File: src/rtl/pipelined_cla_adder_if.sv
// Operand/result handshake bundle for pipelined_cla_adder.
// master: operand producer and result consumer; slave: the adder.
interface pipelined_cla_adder_if #(
  parameter int unsigned WIDTH = 16
);
  logic             in_valid;
  logic             in_ready;
  logic [WIDTH-1:0] a;
  logic [WIDTH-1:0] b;
  logic             cin;
  logic             sub;
  logic             out_valid;
  logic             out_ready;
  logic [WIDTH-1:0] sum;
  logic             cout;
  logic             ovf;

  modport master (
    output in_valid, a, b, cin, sub, out_ready,
    input  in_ready, out_valid, sum, cout, ovf
  );

  modport slave (
    input  in_valid, a, b, cin, sub, out_ready,
    output in_ready, out_valid, sum, cout, ovf
  );
endinterface

File: src/rtl/pipelined_cla_adder.sv
// Pipelined carry-look-ahead adder/subtractor. One GROUP_W-bit CLA group is
// resolved per stage; the inter-group carry and the not-yet-added upper
// operand bits travel down the pipe with a valid/ready handshake per stage.
module pipelined_cla_adder #(
  parameter int unsigned WIDTH   = 16,
  parameter int unsigned GROUP_W = 4
) (
  input  logic                 clk,
  input  logic                 rst,
  pipelined_cla_adder_if.slave bus
);
  localparam int unsigned GROUPS = WIDTH / GROUP_W;

  if ((WIDTH < GROUP_W) || ((WIDTH % GROUP_W) != 0)) begin : g_bad_width
    $error("pipelined_cla_adder: WIDTH must be a positive multiple of GROUP_W");
  end

  // Group look-ahead: every carry is a sum of products of g/p and the group
  // carry-in, so no carry ripples bit to bit. Returns {carry_out, sum}.
  function automatic logic [GROUP_W:0] cla_group(
    input logic [GROUP_W-1:0] x,
    input logic [GROUP_W-1:0] y,
    input logic               c0
  );
    logic [GROUP_W-1:0] g;
    logic [GROUP_W-1:0] p;
    logic [GROUP_W:0]   c;
    logic               pp;
    g    = x & y;
    p    = x ^ y;
    c    = '0;
    c[0] = c0;
    pp   = 1'b0;
    for (int unsigned i = 0; i < GROUP_W; i++) begin
      c[i+1] = g[i];
      pp     = p[i];
      for (int unsigned j = 0; j < i; j++) begin
        c[i+1] = c[i+1] | (pp & g[i-1-j]);
        pp     = pp & p[i-1-j];
      end
      c[i+1] = c[i+1] | (pp & c0);
    end
    return {c[GROUP_W], p ^ c[GROUP_W-1:0]};
  endfunction

  logic [GROUPS-1:0] vld;
  logic [GROUPS-1:0] rdy;
  logic              full_tail;

  // Stage k may load when empty or when everything below it can move;
  // equivalently, unless it and all later stages are full and out_ready=0.
  always_comb begin
    rdy       = '0;
    full_tail = 1'b1;
    for (int unsigned i = 0; i < GROUPS; i++) begin
      full_tail           = full_tail & vld[GROUPS-1-i];
      rdy[GROUPS-1-i]     = bus.out_ready | ~full_tail;
    end
  end

  assign bus.in_ready = rdy[0];

  for (genvar k = 0; k < GROUPS; k++) begin : stg
    localparam int unsigned IN_W = WIDTH - k * GROUP_W;
    localparam int unsigned REM  = IN_W - GROUP_W;
    localparam int unsigned DONE = (k + 1) * GROUP_W;

    logic [IN_W-1:0]  pa;
    logic [IN_W-1:0]  pb;
    logic             pc;
    logic             up_valid;
    logic [GROUP_W:0] grp;
    logic [DONE-1:0]  s_d;
    logic [DONE-1:0]  s_q;
    logic             c_q;
    logic             valid_q;

    if (k == 0) begin : src
      // Subtraction folds into the first stage as a + ~b + ~cin.
      assign pa       = bus.a;
      assign pb       = bus.sub ? ~bus.b : bus.b;
      assign pc       = bus.sub ? ~bus.cin : bus.cin;
      assign up_valid = bus.in_valid;
      assign s_d      = grp[GROUP_W-1:0];
    end else begin : src
      assign pa       = stg[k-1].rem.a_q;
      assign pb       = stg[k-1].rem.b_q;
      assign pc       = stg[k-1].c_q;
      assign up_valid = stg[k-1].valid_q;
      assign s_d      = {grp[GROUP_W-1:0], stg[k-1].s_q};
    end

    assign grp    = cla_group(pa[GROUP_W-1:0], pb[GROUP_W-1:0], pc);
    assign vld[k] = valid_q;

    // Stage register: valid, resolved low sum bits and group carry-out;
    // held unchanged while the stage is stalled.
    always_ff @(posedge clk or posedge rst) begin
      if (rst) begin
        valid_q <= 1'b0;
        c_q     <= 1'b0;
        s_q     <= '0;
      end else if (rdy[k]) begin
        valid_q <= up_valid;
        if (up_valid) begin
          c_q <= grp[GROUP_W];
          s_q <= s_d;
        end
      end
    end

    if (REM > 0) begin : rem
      logic [REM-1:0] a_q;
      logic [REM-1:0] b_q;

      // Unprocessed upper operand bits, right-aligned for the next group.
      always_ff @(posedge clk or posedge rst) begin
        if (rst) begin
          a_q <= '0;
          b_q <= '0;
        end else if (rdy[k] && up_valid) begin
          a_q <= pa[IN_W-1:GROUP_W];
          b_q <= pb[IN_W-1:GROUP_W];
        end
      end
    end

    if (k == GROUPS - 1) begin : last
      logic ovf_q;

      // Carry into the MSB is recovered as sum ^ a ^ b at that bit.
      always_ff @(posedge clk or posedge rst) begin
        if (rst) begin
          ovf_q <= 1'b0;
        end else if (rdy[k] && up_valid) begin
          ovf_q <= grp[GROUP_W] ^ grp[GROUP_W-1] ^ pa[GROUP_W-1] ^ pb[GROUP_W-1];
        end
      end

      assign bus.out_valid = valid_q;
      assign bus.sum       = s_q;
      assign bus.cout      = c_q;
      assign bus.ovf       = ovf_q;
    end
  end
endmodule

File: src/flat_wrapper.sv
// flat-port wrapper written by rule: the top's interface ports become plain ports
module pipelined_cla_adder_flat 
#(
  parameter int unsigned WIDTH   = 16,
  parameter int unsigned GROUP_W = 4
)
  (clk, rst, bus_in_valid, bus_a, bus_b, bus_cin, bus_sub, bus_out_ready, bus_in_ready, bus_out_valid, bus_sum, bus_cout, bus_ovf);
  pipelined_cla_adder_if #(.WIDTH(WIDTH)) bus_i ();
  input  logic clk;
  input  logic rst;
  input wire logic [$bits(bus_i.in_valid)-1:0] bus_in_valid;
  input wire logic [$bits(bus_i.a)-1:0] bus_a;
  input wire logic [$bits(bus_i.b)-1:0] bus_b;
  input wire logic [$bits(bus_i.cin)-1:0] bus_cin;
  input wire logic [$bits(bus_i.sub)-1:0] bus_sub;
  input wire logic [$bits(bus_i.out_ready)-1:0] bus_out_ready;
  output wire logic [$bits(bus_i.in_ready)-1:0] bus_in_ready;
  output wire logic [$bits(bus_i.out_valid)-1:0] bus_out_valid;
  output wire logic [$bits(bus_i.sum)-1:0] bus_sum;
  output wire logic [$bits(bus_i.cout)-1:0] bus_cout;
  output wire logic [$bits(bus_i.ovf)-1:0] bus_ovf;
  assign bus_i.in_valid = bus_in_valid;
  assign bus_i.a = bus_a;
  assign bus_i.b = bus_b;
  assign bus_i.cin = bus_cin;
  assign bus_i.sub = bus_sub;
  assign bus_i.out_ready = bus_out_ready;
  assign bus_in_ready = bus_i.in_ready;
  assign bus_out_valid = bus_i.out_valid;
  assign bus_sum = bus_i.sum;
  assign bus_cout = bus_i.cout;
  assign bus_ovf = bus_i.ovf;
  pipelined_cla_adder #(.WIDTH(WIDTH), .GROUP_W(GROUP_W)) u_core (.clk(clk), .rst(rst), .bus(bus_i));
endmodule
File: config.mk
export PLATFORM = sky130hd
export DESIGN_NAME = pipelined_cla_adder_flat
export DESIGN_NICKNAME = d
export VERILOG_FILES = /design/src/rtl/pipelined_cla_adder_if.sv /design/src/rtl/pipelined_cla_adder.sv /design/src/flat_wrapper.sv
export SDC_FILE = /design/constraint.sdc
export NUM_CORES = 1
export LEC_CHECK = 0
export BUFFER_PORTS_ARGS = -buffer_cell sky130_fd_sc_hd__buf_2
export CORE_ASPECT_RATIO = 0.75
export CORE_MARGIN = 2
export CORE_UTILIZATION = 52
export CTS_BUF_LIST = sky130_fd_sc_hd__clkbuf_16
export DETAILED_ROUTE_END_ITERATION = 10
export PLACE_DENSITY_LB_ADDON = 0.12
export REMOVE_ABC_BUFFERS = 1
export SLEW_MARGIN = 0
export SYNTH_ARGS = -nofsm -noshare
export SYNTH_HDL_FRONTEND = slang
export SYNTH_SLANG_ARGS = --single-unit
File: constraint.sdc
create_clock -name clk -period 2.8 [get_ports clk]
set_input_delay 0.14 -clock clk [delete_from_list [all_inputs] [get_ports clk]]
set_output_delay 0.14 -clock clk [all_outputs]
set_load 0.1 [all_outputs]
==> reports/results.ini, run 1 <==
[timing]
tns_ps = 0
fin_crit_sh_pct = 68.1
max_freq_ghz = 0.524
rsz0062_at_grt = false
tightest_slew_ps = 1030
setup_violations = 0
maxSlewHeadroom_pct = 31.5
maxSlewViolCount = 0
finalHoldWorstSlack_ps = 8.48
finalHoldViolCount = 0
fin_crit_ps = 1910
fin_skew_ps = 11.9

[synth]
synth.top_cells.by_area = dfrtp_1 55%, mux2_2 12%, ha_1 4.5%
synthCells = 346
syn_area_mm2 = 0.00442
synth_warnings = 0
synth_edf_count = 0
ys_seq_area_share_pct = 54.9
yosysUniqueCellTypes = 39
synth_common_cells = 97 x dfrtp_1, 48 x mux2_2, 33 x nand2_1
synth_most_common_cell = dfrtp_1
avgSynthCellArea_um2 = 12.8
synth_top_area_share_pct = 54.9
synth_ff_type = dfrtp_1
ys_ff_latch = 97
synth_largest_area_cell = dfrtp_1
synthArstFlopShare_pct = 100

[grt]
grt_max_degree = 58
grt_use_total_pct = 17.7
grt_pass1_vias = 2646
grt_overflow = 0
antenna_found_initial = 0
grt_pass1_wl_mm = 13.0

[pwr]
ir_worst_vdd_mv = 0.756
p_leak_nw = 2.39
power_density_mw_per_mm2 = 1120
finalPower_mw = 5.71

[detailed_routing]
wl_mm = 7.39
drt_iter0_drc = 94
wl_per_cell_um = 14.2
ant_nets = 0
first_pass_iters = 4
via_per_inst = 5.16
drc = 0
num_vias = 2677

[final_layout]
fillerInstances = 741
antenna_cells = 0
area_growth_syn_to_layout_pct = 15.8
final_core_util_pct = 61.3
final_cell_count_no_fill = 519
layout.nets = 464
drive_gt1_share_pct = 31.9

[hold_path]
worstHoldPathType = input port to flop
worstHoldStart = bus_a[4]
whs_path_depth = 2
holdPathEnd = u_core.stg[0].rem.a_q[0]$_DFFE_PP0P_

[critical_path]
cp.buffers_inverters = 0
crit_chain = nor2b_1, nand2b_1, mux2_2
worst_ep_arrival_time_ps = 2120
reg2reg_depth = 3
worstPathRequired_ps = 3010
r2r-end = u_core.bus.sum[4]$_DFFE_PP0P_
cp_slowest_cell = nand2b_1
startpoint_type = flop
cp-end-kind = flop
critPathTopFamily = simple AND/OR/NAND/NOR gates
crit_cells = 3
reg2reg_slack_ps = 890
path_max_fanout = 25
slowest_delay_ps = 810
path_class = flop to flop
rr_startpoint = u_core.bus.out_valid$_DFFE_PP0N_

[floorplanning]
start_util_pct = 53.0
die_area_mm2 = 0.00926
rows = 29
pin_count = 58
core_area_mm2 = 0.00835
die_w_um = 110
die_h_um = 83.8

[placement]
place_inst = 502
port_buffers = 57
place.gp.congestion = 0.752
hpwl_mm = 5.22

[cts]
cts_buffer_depth = 2
cts_root_buf = clkbuf_16
cts_sinks = 97
cts_tree = yes
worstSkewPairLatency_ps = 340
clk_pin_slew_ps = 70
htree_levels = 3
cts_setup_buffers = 0
cts_buffers = 9

[run_status]
status = complete, no violations

[job]
cap_violations = 0

## placed cells by master (no fill, tap or decap), drive strengths merged, types with 2 or more instances in the layout
cell type	synthesis	layout
buf	14	62
ha	16	16
nor2	2	2
o21ai	32	32
a211oi	6	6
xnor2	17	17
nand2	33	33
inv	15	17
dfrtp	97	97
a21oi	9	9
nand2b	4	4
fa	4	4
clkbuf	0	9
nor2b	4	4
clkinv	0	3
a21o	3	3
mux2	60	60
xor2	12	12
o21bai	2	2
nand3b	2	2
o31ai	2	2
## metal layers
| metal | vias to the layer above | routed length [um] | part of all wire (%) | GRT usage [%] |
|---|---|---|---|---|
| li1 | 1323 | - | - | - |
| met4 | 0 | 89 | 1.2 | 4.77 |
| met5 | - | 0 | 0 | 0 |
| met2 | 42 | 3460 | 47 | 27.6 |
| met1 | 1305 | 3600 | 49 | 24.5 |
| met3 | 7 | 236 | 3.2 | 5.30 |
## state kept, by name (all words and copies together) (netlist names)
register              flops
u_core.stg.rem.b_q       24
u_core.bus.out_valid      1
u_core.stg.rem.a_q       24
u_core.bus.sum           16
u_core.stg.valid_q        3
u_core.bus.ovf            1
u_core.bus.cout           1
u_core.stg.c_q            3
u_core.stg.s_q           24
## layout make-up
cell class	count	area, um^2	area share [%]
clock buffers	9	225	4.40
repair buffers	63	358	6.99
flip-flops and latches	97	2430	47.4
well taps	108	135	2.64
multi-input cells	220	1850	36.1
inverters	15	58.8	1.15
clock inverters	7	63.8	1.25
## kinds of logic (layout without fill, tap and decap cells)
logic type / Yosys count / in the layout / synth area share (%)
AO/OA/AOI/OAI: 60 / 60 / 8.64
adder cells (fa/ha/maj): 20 / 20 / 6.34
AND/OR/NAND/NOR: 50 / 50 / 5.41
buffers and inverters: 29 / 94 / 3.26
XOR/XNOR: 29 / 29 / 5.92
multiplexers: 61 / 61 / 15.5
flip-flops: 97 / 97 / 54.9
## worst register-to-register path: stages (launching register included)
cell and delay (ps):
dfrtp_1 400, nor2b_1 170, nand2b_1 810, mux2_2 420
## power breakdown
| group | switching [mW] | internal, mW | total, mW |
|---|---|---|---|
| logic | 1.60 | 0.762 | 2.37 |
| registers | 0.268 | 1.88 | 2.15 |
| clock network | 0.512 | 0.684 | 1.20 |
| total | 2.38 | 3.33 | 5.71 |
## repair_timing
item / CTS / global route
hold buffers: 1 / 0
resized for setup: 0 / 0
endpoints found under the setup margin: 0 / 0
hold endpoints to repair: 56 / 0
## stage by stage
step	instance area (um^2)	setup slack, ps
after floorplan	4330	126
after global placement	4820	957
after detailed placement	4820	877
after CTS	5120	870
after global routing	5120	741
final	5120	892
## worst max-delay path by stage
stage | end | startpoint | slack, ps
final | u_core.bus.sum[4]$_DFFE_PP0P_ | u_core.bus.out_valid$_DFFE_PP0N_ | 890
after global routing | u_core.bus.sum[4]$_DFFE_PP0P_ | u_core.bus.out_valid$_DFFE_PP0N_ | 740
after CTS | u_core.bus.sum[4]$_DFFE_PP0P_ | u_core.bus.out_valid$_DFFE_PP0N_ | 870
after detailed placement | u_core.bus.sum[4]$_DFFE_PP0P_ | u_core.bus.out_valid$_DFFE_PP0N_ | 880
after global placement | u_core.bus.sum[9]$_DFFE_PP0P_ | u_core.bus.out_valid$_DFFE_PP0N_ | 960
after floorplan | u_core.bus.cout$_DFFE_PP0P_ | rst | 130
Note: power is estimated with default switching activity, not from simulation.
==> inputs of run 2 (changes only) <==
==> constraint.sdc (replaced) <==
create_clock -name clk -period 1.65 [get_ports clk]
set_input_delay 0.0825 -clock clk [delete_from_list [all_inputs] [get_ports clk]]
set_output_delay 0.0825 -clock clk [all_outputs]
set_load 0.1 [all_outputs]
==> reports/results.ini, run 2 (same netlist as run 1, synthesis figures left out) <==
[final_layout]
top_regs = u_core.stg.rem.a_q (24), u_core.stg.rem.b_q (24), u_core.stg.s_q (24)
stdcell_area_mm2 = 0.00536
final_cell_mix = 97 x dfrtp_1, 56 x buf_2, 48 x mux2_2
antenna_cells = 0
layout.nets = 485
fillerInstances = 697
drive_gt1_share_pct = 32.9
layout_commonest_cell = dfrtp_1
area_growth_syn_to_layout_pct = 21.3

[placement]
place_area_mm2 = 0.00493
hpwl_mm = 5.25
place.gp.congestion = 0.835
port_buffers = 57
post-place-ws_ps = 9.16

[detailed_routing]
first_pass_iters = 6
wl_mm = 7.34
wl_per_cell_um = 13.6
via_per_inst = 5.04
num_vias = 2724
drt_iter0_drc = 70
drc = 0
ant_nets = 0

[floorplanning]
rows = 29
die_area_mm2 = 0.00926
die_w_um = 110
core_area_mm2 = 0.00835
pin_count = 58
start_util_pct = 53.0
die_h_um = 83.8

[timing]
setup_violations = 0
max_freq_ghz = 0.632
finalHoldViolCount = 0
setup_slack_ps = 67.3
fin_crit_ps = 1580
fin_skew_ps = 5.01
rsz0062_at_grt = false
maxSlewViolCount = 0
finalHoldWorstSlack_ps = 26.6
fin_crit_sh_pct = 95.9
maxSlewHeadroom_pct = 66.3
tightest_slew_ps = 508

[critical_path]
path_max_fanout = 3
crit_chain = ha_4, a211oi_2, o211a_1, a2111o_1, o211ai_1
startpoint_type = flop
cp_slowest_cell = dfrtp_1
worst_ep_arrival_time_ps = 1840
reg2reg_slack_ps = 70
slowest_delay_ps = 410
worstPathRequired_ps = 1900
path_class = flop to flop
cp-end-kind = flop

[cts]
cts_buffers = 9
cts_sinks = 97
cts_buffer_depth = 2
cts_setup_buffers = 0
clk_pin_slew_ps = 60
cts_root_buf = clkbuf_16
htree_levels = 3
worstSkewPairLatency_ps = 330
cts_tree = yes

[grt]
grt_overflow = 0
grt_max_degree = 36
grt_use_total_pct = 17.7
grt_pass1_wl_mm = 13.0
grt_pass1_vias = 2832
antenna_found_initial = 0

[pwr]
finalPower_mw = 9.76
ir_worst_vdd_mv = 1.27
p_leak_nw = 2.49
power_density_mw_per_mm2 = 1820

[run_status]
status = complete, no violations

[hold_path]
worstHoldPathType = input port to flop

[job]
cap_violations = 0

run 2: worst paths after layout:
| kind | from | end | depth (start not counted) |
|---|---|---|---|
| max | u_core.stg[2].rem.a_q[0]$_DFFE_PP0P_ | u_core.bus.ovf$_DFFE_PP0P_ | 5 |
| min | bus_b[12] | u_core.stg[0].rem.b_q[8]$_DFFE_PP0P_ | 3 |
| min in group asynchronous | rst | u_core.stg[2].s_q[0]$_DFFE_PP0P_ | 3 |
| max reg2reg | u_core.stg[2].rem.a_q[0]$_DFFE_PP0P_ | u_core.bus.ovf$_DFFE_PP0P_ | 5 |
| max in group asynchronous | rst | u_core.stg[1].s_q[7]$_DFFE_PP0P_ | 4 |
| min reg2reg | u_core.stg[0].rem.b_q[6]$_DFFE_PP0P_ | u_core.stg[0].rem.b_q[6]$_DFFE_PP0P_ | 2 |
run 2: cell type report:
type	instances	area (um^2)	area share [%]
Clock buffer	9	225	4.20
Multi-Input combinational cell	220	1890	35.2
Clock inverter	7	31.3	0.583
Sequential cell	97	2430	45.3
Tap cell	108	135	2.52
Timing Repair Buffer	84	598	11.2
Inverter	15	58.8	1.10
run 2: per-layer routing:
metal,global-route usage (%),vias to the layer above,routed length (um)
li1,-,1364,-
met1,21.4,1306,3390
met2,30.0,45,3500
met3,6.83,9,346
met4,4.32,0,105
met5,0,-,0
run 2: report_power, final:
part,total [mW],internal [mW],switching (mW)
Clock,1.80,0.991,0.805
Sequential,3.65,3.20,0.457
Combinational,4.31,1.51,2.79
run 2: what timing repair did:
item | CTS | global route
endpoints found under the hold margin | 41 | 0
gates resized for setup | 1 | 6
hold buffers | 13 | 0
pin swaps | 1 | 2
endpoints found under the setup margin | 1 | 5
run 2: critical path: cells and delay by family, from the launching register on:
kind / cells / cell delay [ps]
flip-flops: 1 / 410
adder cells (fa/ha/maj): 1 / 280
AO/OA/AOI/OAI: 4 / 810
run 2: through the flow:
| stage | setup TNS, ps | util, % | instances |
|---|---|---|---|
| floorplan | -154090 | - | 332 |
| CTS | 0 | 63.8 | 540 |
| global route | 0 | 64.2 | 540 |
| finish | 0 | 64.2 | 540 |
| detailed placement | 0 | 59.1 | 511 |
| global placement | 0 | 59.1 | 511 |
==> inputs of run 3 (changes only) <==
--- a/config.mk
+++ b/config.mk
@@ -9,7 +9,6 @@
 export CORE_ASPECT_RATIO = 0.75
 export CORE_MARGIN = 2
 export CORE_UTILIZATION = 52
-export CTS_BUF_LIST = sky130_fd_sc_hd__clkbuf_16
 export DETAILED_ROUTE_END_ITERATION = 10
 export PLACE_DENSITY_LB_ADDON = 0.12
 export REMOVE_ABC_BUFFERS = 1
==> constraint.sdc (replaced) <==
create_clock -name clk -period 1.65 [get_ports clk]
set_input_delay 0.0825 -clock clk [delete_from_list [all_inputs] [get_ports clk]]
set_output_delay 0.0825 -clock clk [all_outputs]
set_load 0.01 [all_outputs]
==> reports/results.ini, run 3 (same netlist as run 1, synthesis figures left out) <==
[cts]
clk_pin_slew_ps = 60
cts_setup_buffers = 0
htree_levels = 3
cts_buffers = 9
cts_sinks = 97
worstSkewPairLatency_ps = 330
cts_root_buf = clkbuf_16
cts_tree = yes
cts_buffer_depth = 2

[placement]
post-place-ws_ps = 9.16
port_buffers = 57
place_area_mm2 = 0.00493
place.gp.congestion = 0.835
hpwl_mm = 5.25

[critical_path]
path_class = flop to flop
startpoint_type = flop
cp-end-kind = flop
worstPathRequired_ps = 1900
worst_ep_arrival_time_ps = 1840
path_max_fanout = 3

[final_layout]
drive_gt1_share_pct = 33.3
layout.nets = 485
multi_input_area_mm2 = 0.00189
layout_commonest_cell = dfrtp_1
fillerInstances = 698
top_regs = u_core.stg.rem.a_q (24), u_core.stg.rem.b_q (24), u_core.stg.s_q (24)
stdcell_area_mm2 = 0.00538
seqCellArea_mm2 = 0.00243
final_core_util_pct = 64.5
final_cell_mix = 97 x dfrtp_1, 57 x buf_2, 48 x mux2_2
antenna_cells = 0
area_growth_syn_to_layout_pct = 21.7

[timing]
fin_skew_ps = 3.97
fin_crit_ps = 1580
setup_slack_ps = 65.2
maxSlewHeadroom_pct = 72.8
fin_crit_sh_pct = 96.0
rsz0062_at_grt = false
tns_ps = 0
tightest_slew_ps = 408
max_freq_ghz = 0.631
setup_violations = 0
finalHoldViolCount = 0
maxSlewViolCount = 0

[grt]
antenna_found_initial = 0
grt_pass1_wl_mm = 13.0
grt_overflow = 0
grt_max_degree = 36
grt_pass1_vias = 2833
grt_use_total_pct = 17.6

[detailed_routing]
drt_iter0_drc = 52
drc = 0
wl_mm = 7.34
wl_per_cell_um = 13.6
ant_nets = 0
first_pass_iters = 6
via_per_inst = 5.04
num_vias = 2721

[pwr]
p_int_mw = 5.81
power_frac_clock_pct = 22.8
p_leak_nw = 2.49
power_density_mw_per_mm2 = 1550
power_switching_share_pct = 30.3
p_comb_share_pct = 33.4
finalPower_mw = 8.34
seq_power_share_pct = 43.8
ir_worst_vdd_mv = 0.930
p_sw_mw = 2.53

[floorplanning]
core_area_mm2 = 0.00835
rows = 29
die_w_um = 110
start_util_pct = 53.0
pin_count = 58
die_area_mm2 = 0.00926
die_h_um = 83.8

[hold_path]
worstHoldPathType = input port to flop

[run_status]
status = complete, no violations

[job]
cap_violations = 0

==> run 3: through the flow <==
stage               hold WS, ps  std cells
CTS                        22.9        540
global placement            114        511
floorplan                   191        332
finish                     27.6        540
global route               24.3        540
detailed placement          112        511
==> run 3: layout make-up <==
| class | instances | area share [%] |
|---|---|---|
| flip-flops and latches | 97 | 45.1 |
| multi-input cells | 220 | 35.1 |
| repair buffers | 84 | 11.1 |
| clock buffers | 14 | 4.91 |
| well taps | 108 | 2.51 |
| inverters | 15 | 1.09 |
| clock inverters | 2 | 0.233 |
==> run 3: path summary, 6_finish.rpt <==
kind,startpoint,cells after the start,slack [ps],to
hold / removal,bus_b[12],3,30,u_core.stg[0].rem.b_q[8]$_DFFE_PP0P_
hold reg to reg,u_core.stg[0].rem.b_q[10]$_DFFE_PP0P_,2,470,u_core.stg[0].rem.b_q[10]$_DFFE_PP0P_
max in group asynchronous,rst,4,820,u_core.stg[1].s_q[7]$_DFFE_PP0P_
setup reg to reg,u_core.stg[2].rem.a_q[0]$_DFFE_PP0P_,5,70,u_core.bus.ovf$_DFFE_PP0P_
min in group asynchronous,rst,3,300,u_core.bus.sum[3]$_DFFE_PP0P_
setup / recovery,u_core.stg[2].rem.a_q[0]$_DFFE_PP0P_,5,70,u_core.bus.ovf$_DFFE_PP0P_
==> run 3: what timing repair did <==
item | CTS | global route
resized for setup | 1 | 5
hold endpoints to repair | 41 | 0
cloned | 0 | 0
pin swaps | 1 | 2
hold buffers | 13 | 0
endpoints found under the setup margin | 1 | 4
==> run 3: power groups by stage <==
stage          clock [mW]  sequential [mW]  combinational [mW]
5_1_grt              2.07             3.77                3.16
3_5_place_dp            0             3.69                2.70
4_1_cts              1.96             3.65                2.75
6_report             1.90             3.65                2.79
3_3_place_gp            0             3.64                2.62
2_1_floorplan           0             3.67                1.79
==> run 3: critical path, cell delays in order (launching register included) <==
cell	delay, ps
dfrtp_1	410
ha_4	280
a211oi_2	80
o211a_1	250
a2111o_1	390
o211ai_1	90
==> run 3: per-layer routing <==
| metal | global-route usage, % | part of all wire, % | vias to the layer above |
|---|---|---|---|
| li1 | - | - | 1362 |
| met3 | 6.61 | 4.5 | 9 |
| met4 | 4.32 | 1.4 | 0 |
| met1 | 21.5 | 47 | 1307 |
| met5 | 0 | 0 | - |
| met2 | 29.9 | 47 | 43 |
